<file path="src/rtl/pc_stack_pkg.sv">
// Shared definitions for the program-counter / call-stack block:
// the per-cycle action encoding and the depth-counter width helper.
package pc_stack_pkg;

    typedef enum logic [2:0] {
        ACT_HOLD  = 3'd0,
        ACT_INC   = 3'd1,
        ACT_LOAD  = 3'd2,
        ACT_CALL  = 3'd3,
        ACT_RET   = 3'd4,
        ACT_RESET = 3'd5
    } action_t;

    // Bits needed to count 0..entries inclusive.
    function automatic int depth_bits(input int entries);
        return $clog2(entries + 1);
    endfunction

endpackage

</file>
<file path="src/rtl/pc_stack_lifo_stack.sv">
// Register-array LIFO holding return addresses. Only the pointer is reset;
// pushes while full and pops while empty are refused.
module lifo_stack
    import pc_stack_pkg::*;
#(
    parameter int WIDTH = 16,
    parameter int DEPTH = 8
) (
    input  logic                          clk,
    input  logic                          reset,
    input  logic                          push,
    input  logic                          pop,
    input  logic [WIDTH-1:0]              wdata,
    output logic [WIDTH-1:0]              rdata,
    output logic [depth_bits(DEPTH)-1:0]  depth,
    output logic                          full,
    output logic                          empty
);

    localparam int DW = depth_bits(DEPTH);
    localparam int IW = (DEPTH > 1) ? $clog2(DEPTH) : 1;

    logic [WIDTH-1:0] mem [DEPTH];
    logic [DW-1:0]    ptr;
    logic [IW-1:0]    wr_idx;
    logic [IW-1:0]    rd_idx;
    logic             do_push;
    logic             do_pop;

    assign full    = (ptr == DW'(DEPTH));
    assign empty   = (ptr == '0);
    assign depth   = ptr;
    assign wr_idx  = IW'(ptr);
    assign rd_idx  = IW'(ptr - DW'(1));

    // Pop wins if both are requested; the top level never asks for both.
    assign do_pop  = pop && !empty;
    assign do_push = push && !full && !do_pop;

    assign rdata   = empty ? '0 : mem[rd_idx];

    always_ff @(posedge clk) begin
        if (reset) begin
            ptr <= '0;
        end else if (do_pop) begin
            ptr <= ptr - DW'(1);
        end else if (do_push) begin
            ptr <= ptr + DW'(1);
        end
    end

    // Storage carries no reset; stale entries above the pointer are never read.
    always_ff @(posedge clk) begin
        if (do_push && !reset) begin
            mem[wr_idx] <= wdata;
        end
    end

endmodule

</file>
<file path="src/rtl/pc_stack.sv">
// Program counter with hardware call/return stack. One action per cycle,
// chosen by priority reset > ret > call > load > inc > hold.
module pc_stack
    import pc_stack_pkg::*;
#(
    parameter int               WIDTH      = 16,
    parameter int               DEPTH      = 8,
    parameter logic [WIDTH-1:0] RESET_ADDR = '0
) (
    input  logic                          clk,
    input  logic                          reset,
    input  logic                          load,
    input  logic                          inc,
    input  logic                          call,
    input  logic                          ret,
    input  logic [WIDTH-1:0]              in,
    output logic [WIDTH-1:0]              out,
    output logic [depth_bits(DEPTH)-1:0]  depth,
    output logic                          full,
    output logic                          empty,
    output logic                          overflow,
    output logic                          underflow
);

    action_t          action;
    logic [WIDTH-1:0] next_seq;
    logic [WIDTH-1:0] top_addr;
    logic             push;
    logic             pop;

    always_comb begin
        action = ACT_HOLD;
        if (reset) begin
            action = ACT_RESET;
        end else if (ret) begin
            action = ACT_RET;
        end else if (call) begin
            action = ACT_CALL;
        end else if (load) begin
            action = ACT_LOAD;
        end else if (inc) begin
            action = ACT_INC;
        end
    end

    // Return address and increment share one adder; wraps silently.
    assign next_seq = out + 1'b1;

    assign push = (action == ACT_CALL) && !full;
    assign pop  = (action == ACT_RET) && !empty;

    lifo_stack #(
        .WIDTH (WIDTH),
        .DEPTH (DEPTH)
    ) u_stack (
        .clk   (clk),
        .reset (reset),
        .push  (push),
        .pop   (pop),
        .wdata (next_seq),
        .rdata (top_addr),
        .depth (depth),
        .full  (full),
        .empty (empty)
    );

    // A refused call or ret only raises its sticky flag; out is untouched.
    always_ff @(posedge clk) begin
        case (action)
            ACT_RESET: begin
                out       <= RESET_ADDR;
                overflow  <= 1'b0;
                underflow <= 1'b0;
            end
            ACT_RET: begin
                if (empty) begin
                    underflow <= 1'b1;
                end else begin
                    out <= top_addr;
                end
            end
            ACT_CALL: begin
                if (full) begin
                    overflow <= 1'b1;
                end else begin
                    out <= in;
                end
            end
            ACT_LOAD: out <= in;
            ACT_INC:  out <= next_seq;
            default:  ;
        endcase
    end

endmodule

</file>
<file path="config.mk">
export PLATFORM = sky130hd
export DESIGN_NAME = pc_stack
export DESIGN_NICKNAME = d
export VERILOG_FILES = /design/src/rtl/pc_stack_pkg.sv /design/src/rtl/pc_stack_lifo_stack.sv /design/src/rtl/pc_stack.sv
export SDC_FILE = /design/constraint.sdc
export NUM_CORES = 1
export LEC_CHECK = 0
export BUFFER_PORTS_ARGS = -buffer_cell sky130_fd_sc_hd__buf_4
export CAP_MARGIN = 0
export CORE_UTILIZATION = 40
export CTS_BUF_LIST = sky130_fd_sc_hd__clkbuf_8 sky130_fd_sc_hd__clkbuf_16
export CTS_CLUSTER_DIAMETER = 30
export DETAILED_ROUTE_END_ITERATION = 8
export GPL_TIMING_DRIVEN = 0
export PLACE_DENSITY = 0.64
export SLEW_MARGIN = 20
export SYNTH_ARGS = -nofsm -noshare
export SYNTH_HDL_FRONTEND = slang
export SYNTH_SLANG_ARGS = --single-unit
</file>
<file path="constraint.sdc">
create_clock -name clk -period 4.9 [get_ports clk]
set_input_delay 0.245 -clock clk [delete_from_list [all_inputs] [get_ports clk]]
set_output_delay 0.245 -clock clk [all_outputs]
set_load 0.01 [all_outputs]
</file>
After elaboration in Yosys (flattened, before gate mapping) --
Memories as Yosys holds them, arrays and structs flattened. Index checks and enable logic that the tools add are counted.
Word-level totals: register bits 22, RAM bits 128, memories 1
Operators by class: add/sub/neg operators 3, equality and inequality tests 10, mux-type cells 16, reduce and logical (&&, ||, !) cells 18
Memories:
- u_stack.mem | words 8, bits a word 16, rd ports 1, clocked after memory_dff 0, write ports 1, RTL line pc_stack_lifo_stack.sv:23 | logic [WIDTH-1:0] mem [DEPTH];
Operator list (count):
- $pmux W16 S5 | 1
- $mux W16 | 2
- $add A16 B1 Y16 const B | 1
- $mux W4 | 2
- $eq A3 B2 Y1 const B | 2
- $eq A3 B3 Y1 const B | 2
- $logic_and A1 B1 Y1 | 6
- $mux W3 | 2
- $reduce_bool A2 Y1 | 3
- $mux W1 | 5
- $reduce_bool A5 Y1 | 1
- $add A4 B1 Y4 const B | 1
- $eq A4 B4 Y1 const B | 1
- $logic_not A1 Y1 | 4
- $logic_not A4 Y1 | 1
- $mux W2 | 2
- $ne A2 B1 Y1 const B | 2
- $ne A2 B2 Y1 const B | 2
- $pmux W1 S2 | 2
- $reduce_and A2 Y1 | 2
- $sub A4 B1 Y4 const B | 1
- $eq A3 B1 Y1 const B | 1
- $reduce_and A3 Y1 | 1

Depth between registers and ports, before layout --
word-level depth 13, mapped depth 10, mapped depth without buffers 7

Modules after synthesis --
Synthesis repeated with hierarchy kept, for this count alone.
Unflattened totals: cells, all modules 387, area, all modules 6490.0 sq um
Modules (own cells, without submodules):
- lifo_stack | instances 1, cells an instance 272, area an instance 5270.1 sq um, sequential area each 3923.8 sq um
- pc_stack | instances 1, cells an instance 115, area an instance 1219.9 sq um, sequential area each 540.5 sq um

Worst setup path before layout --
No wires, ideal clock.
path kind flip-flop to flip-flop, start register u_stack.ptr[0], in the netlist u_stack.depth[0], end memory u_stack.mem[0][0] (enable), setup time 0.430 ns, arrival 3.332 ns, slack 1.137 ns, cell stages (with the launch flop) 9, path buffers 3, clock period less this slack 3.763 ns, path through dfxtp_1 buf_6 buf_2 inv_1 ha_1 and3b_1 clkbuf_1 nand2b_1 nor4_1
RTL lines:
- start, declared | RTL line pc_stack_lifo_stack.sv:24 | logic [DW-1:0] ptr;
- start signal, assigned | RTL line pc_stack_lifo_stack.sv:46 | ptr <= ptr - DW'(1);
- start signal, assigned | RTL line pc_stack_lifo_stack.sv:48 | ptr <= ptr + DW'(1);
- $eq A4 B4 Y1 * | RTL line pc_stack_lifo_stack.sv:30 | assign full = (ptr == DW'(DEPTH));
- net full | RTL line pc_stack.sv:19 | output logic full,
- $logic_not A1 Y1 * | RTL line pc_stack_lifo_stack.sv:38, pc_stack.sv:49
- $logic_and A1 B1 Y1 | RTL line pc_stack.sv:49 | assign push = (action == ACT_CALL) && !full;
- $logic_and A1 B1 Y1 * (2 in series) | RTL line pc_stack_lifo_stack.sv:38 | assign do_push = push && !full && !do_pop;
- $logic_and A1 B1 Y1 * | RTL line pc_stack_lifo_stack.sv:54 | if (do_push && !reset) begin
- $mux W1 * | RTL line pc_stack_lifo_stack.sv:54
- $mux W1 (implied by the code) * | RTL line pc_stack_lifo_stack.sv:55 | mem[wr_idx] <= wdata;
- end, declared | RTL line pc_stack_lifo_stack.sv:23
The timed path passes the listed nets; every way through them passes the cells marked *.

Worst setup path in the final report --
start register u_stack.ptr[0], in the netlist u_stack.depth[0], end memory u_stack.mem[2][5] (enable)
Between the ends: word-level cells in the longest chain between the ends 9
Ends and longest elaborated chain:
- $logic_not A4 Y1 | RTL line pc_stack_lifo_stack.sv:31 | assign empty = (ptr == '0);
- $logic_not A1 Y1 | RTL line pc_stack_lifo_stack.sv:37, pc_stack.sv:50
- $logic_and A1 B1 Y1 | RTL line pc_stack.sv:50 | assign pop = (action == ACT_RET) && !empty;
- $logic_and A1 B1 Y1 | RTL line pc_stack_lifo_stack.sv:37 | assign do_pop = pop && !empty;
- $logic_not A1 Y1 | RTL line pc_stack_lifo_stack.sv:38
- $logic_and A1 B1 Y1 | RTL line pc_stack_lifo_stack.sv:38
- $logic_and A1 B1 Y1 | RTL line pc_stack_lifo_stack.sv:54
- $mux W1 | RTL line pc_stack_lifo_stack.sv:54
- $mux W1 (implied by the code) | RTL line pc_stack_lifo_stack.sv:55
Parallel ways exist; a longest one is shown, timed or not.

==> summary.md <==
| Metric | Value |
|---|---|
| Status | `finished clean` |
| CTS tree | `done` |
| Die width | `126 µm` |
| Pre-CTS setup slack | `1.45 ns` |
| Dpl hpwl | `9030 µm` |
| Critical path's most frequent cell | `buf_2` |
| Final Instance Count excl. Fillers | `608` |
| Internal power | `2510 µW` |
| #FFs+latches synth | `150` |
| Fin. Hold Viols | `0` |
| Gate power share | `15.2%` |
| Post-synthesis xor/xnor area fraction | `2.41%` |
| Post-Syn Area | `0.00618 mm²` |
| Max cap viols | `0` |
| Tot GR Track Use | `17.7%` |
| Layout Nets | `432` |
| DR vias/cell | `5.56` |
| DIE AREA | `0.0160 mm²` |
| CP arrival | `3.50 ns` |
| Clock period minus worst slack | `3.38 ns` |
| Leakage | `0.00263 µW` |
| GPL Wtd Cong | `0.770` |
| CTS Buffer Depth | `2` |
| Die Y | `126 µm` |
| CTS sink cnt | `150` |
| RSZ-0062 raised after global routing | `no` |
| Global-route wire length before repair | `20200 µm` |
| Synth unique cells | `36` |
| Critical Path Max Stage Delay | `0.58 ns` |
| Data required, critical path | `5.02 ns` |
| Initial Util | `40.8%` |
| Largest cells by area after synthesis | `edfxtp_1 71%, mux4_2 11%, a221o_1 1.8%, mux2i_1 1.5%, dfxtp_1 1.3%` |
| Area Overhead vs Synth | `21.1%` |
| Core area | `0.0151 mm²` |
| CTS H-Tree Depth | `4` |
| Sw frac | `24.4%` |
| Boundary Pins | `46` |
| CTS resizes | `0` |
| TritonCTS Buffers | `17` |
| FFs w/ async S/R, synth | `0%` |
| Final worst slack | `1.52 ns` |
| Crit-path cells | `buf_6, buf_2, inv_1, ha_1, and3b_1, clkbuf_1, nand2b_1, nor4_2, buf_2, buf_4` |
| Synth Flop Type | `edfxtp_1` |
| Wirelength per Cell | `21.5 µm` |
| Initial DRT Pass Iterations | `4` |
| Clock power frac | `36.7%` |
| Initial antenna violation count | `0` |
| Tcrit/Tclk final | `68.9%` |
| Worst Clk Skew | `0.0133 ns` |
| Vias in the first global route | `3466` |
| Antenna diodes | `0` |
| Register area share after synthesis | `72.2%` |
| Final TNS setup | `0 ns` |
| Post-Synth Simple-Gate Area | `5.28%` |
| Cell row count | `45` |
| VDD IR max | `0.269 mV` |
| Root buffer cell | `clkbuf_16` |
| WHS | `0.142 ns` |
| WL final | `13100 µm` |
| Post-synthesis compound-gate area fraction | `4.53%` |
| Cells after synthesis | `328` |
| IO Port Bufs | `45` |
| Synthesized-area fraction occupied by adder cells | `0.607%` |
| Routed vias | `3378` |
| CP endpoint kind | `flip-flop` |
| Switching pwr | `807 µW` |
| Slew @ Worst Pin | `0.976 ns` |
| Final count of pins violating max slew | `0` |
| Hold Path Class | `in -> reg` |
| CP max stage cell | `nor4_2` |
| CP Class | `reg -> reg` |
| Placed insts | `576` |
| Area share of the largest cell type after synthesis | `70.9%` |
| Grt ovf | `0` |
| Flop pwr share | `48.0%` |
| ANT nets after route | `0` |
| Top cell type by total area after synthesis | `edfxtp_1` |
| Largest family of logic cells by synthesized area | `multiplexers` |
| Most common library cell in the layout ignoring fill and taps | `edfxtp_1` |
| Mean Syn Cell Area | `18.8 µm²` |
| Setup bufs post-CTS | `0` |
| Reg clk slew, reported paths | `0.06 ns` |
| Yosys warnings | `0` |
| Max-slew headroom | `34.9%` |
| Residual DRC | `0` |
| Multiplexer area fraction after synthesis | `13.2%` |
| Worst skew pair latency | `0.42 ns` |
| Hold_buf cts | `0` |
| Commonest non-fill, non-tap cells in the layout | `146 x edfxtp_1, 55 x buf_4, 30 x mux4_2` |
| Largest net degree at the start of global routing | `17` |
| Setup Viol. Count Final | `0` |
| Post-Syn Nets | `353` |
| CP startpoint kind | `flip-flop` |
| Crit-path max FO | `10` |
| First-iteration detailed-routing DRC count | `249` |
| EDFF count, synth | `146` |
| Fmax | `0.296 GHz` |
| Layout cells sized above 1 | `34.5%` |
| PD cells | `443 mW/mm²` |
[sequential cells by signal, indices dropped and copies added, names as in the netlist]
register	cells
underflow	1
overflow	1
u_stack.depth	4
out	16
u_stack.mem	128
[power by group through the flow]
| stage | combinational (µW) | sequential (µW) | clock (µW) |
|---|---|---|---|
| floorplan | 306 | 1620 | 0 |
| detailed placement | 508 | 1620 | 0 |
| CTS | 511 | 1590 | 1230 |
| global placement | 492 | 1610 | 0 |
| global route | 549 | 1600 | 1280 |
| finish | 504 | 1590 | 1220 |
[worst max-delay path, delay by kind of cell, from the launching register on]
| family | cells | cell delay (ns) |
|---|---|---|
| simple gates | 3 | 1.01 |
| fa+ha+maj | 1 | 0.26 |
| flops | 1 | 0.53 |
| buf+inv | 6 | 1.26 |
[path summary, 6_finish.rpt]
kind	start	to	slack (ns)	depth (start not counted)
setup reg to reg	u_stack.depth[0]	u_stack.mem[2][5]	1.52	10
setup / recovery	u_stack.depth[0]	u_stack.mem[2][5]	1.52	10
hold reg to reg	u_stack.depth[3]	u_stack.depth[3]	0.58	2
hold / removal	in[12]	out[12]	0.14	2
[Yosys cell counts, drive strengths merged (2+ instances only)]
library cell  number
edfxtp           146
nor3b              3
buf               13
dfxtp              4
inv                4
nor2              14
mux4              32
a21oi              4
nand2b             4
nor2b              2
and4               3
mux2i              9
nand2              9
nand3              8
xor2               8
ha                 3
a221o             11
a22o               7
nor4               2
xnor2              9
and3               3
nor3               9
o21ai              6
a22oi              6
clkbuf             3
[kinds of logic after synthesis]
group | after synthesis
buffers and inverters | 20
and+or+nand+nor | 61
xor gates and xnor gates | 17
adders and majority gates | 3
muxes | 41
DFF | 150
AOI/OAI and AO/OA | 36
[routing by layer]
layer / up-vias / wire, µm / global-route usage, %
li1: 1510 / - / -
met1: 1728 / 5640 / 25.0
met2: 131 / 6190 / 26.8
met3: 9 / 1160 / 4.47
met4: 0 / 114 / 6.38
met5: - / 0 / 0
[per-stage QoR]
step	area (µm²)	utilization (%)	power, µW
floorplan	6180	-	1930
global route	7480	49.4	3430
detailed placement	6920	45.7	2130
global placement	6760	44.6	2110
CTS	7480	49.4	3340
finish	7480	49.4	3310
[layout make-up]
class	instances	area [µm²]
Inverter	4	15.0
Fill cell	1253	7660
Multi-Input combinational cell	158	1660
Clock inverter	11	83.8
Tap cell	188	235
Clock buffer	21	480
Timing Repair Buffer	60	458
Buffer	16	91.3
Sequential cell	150	4460
(Power assumes the default switching activity.)
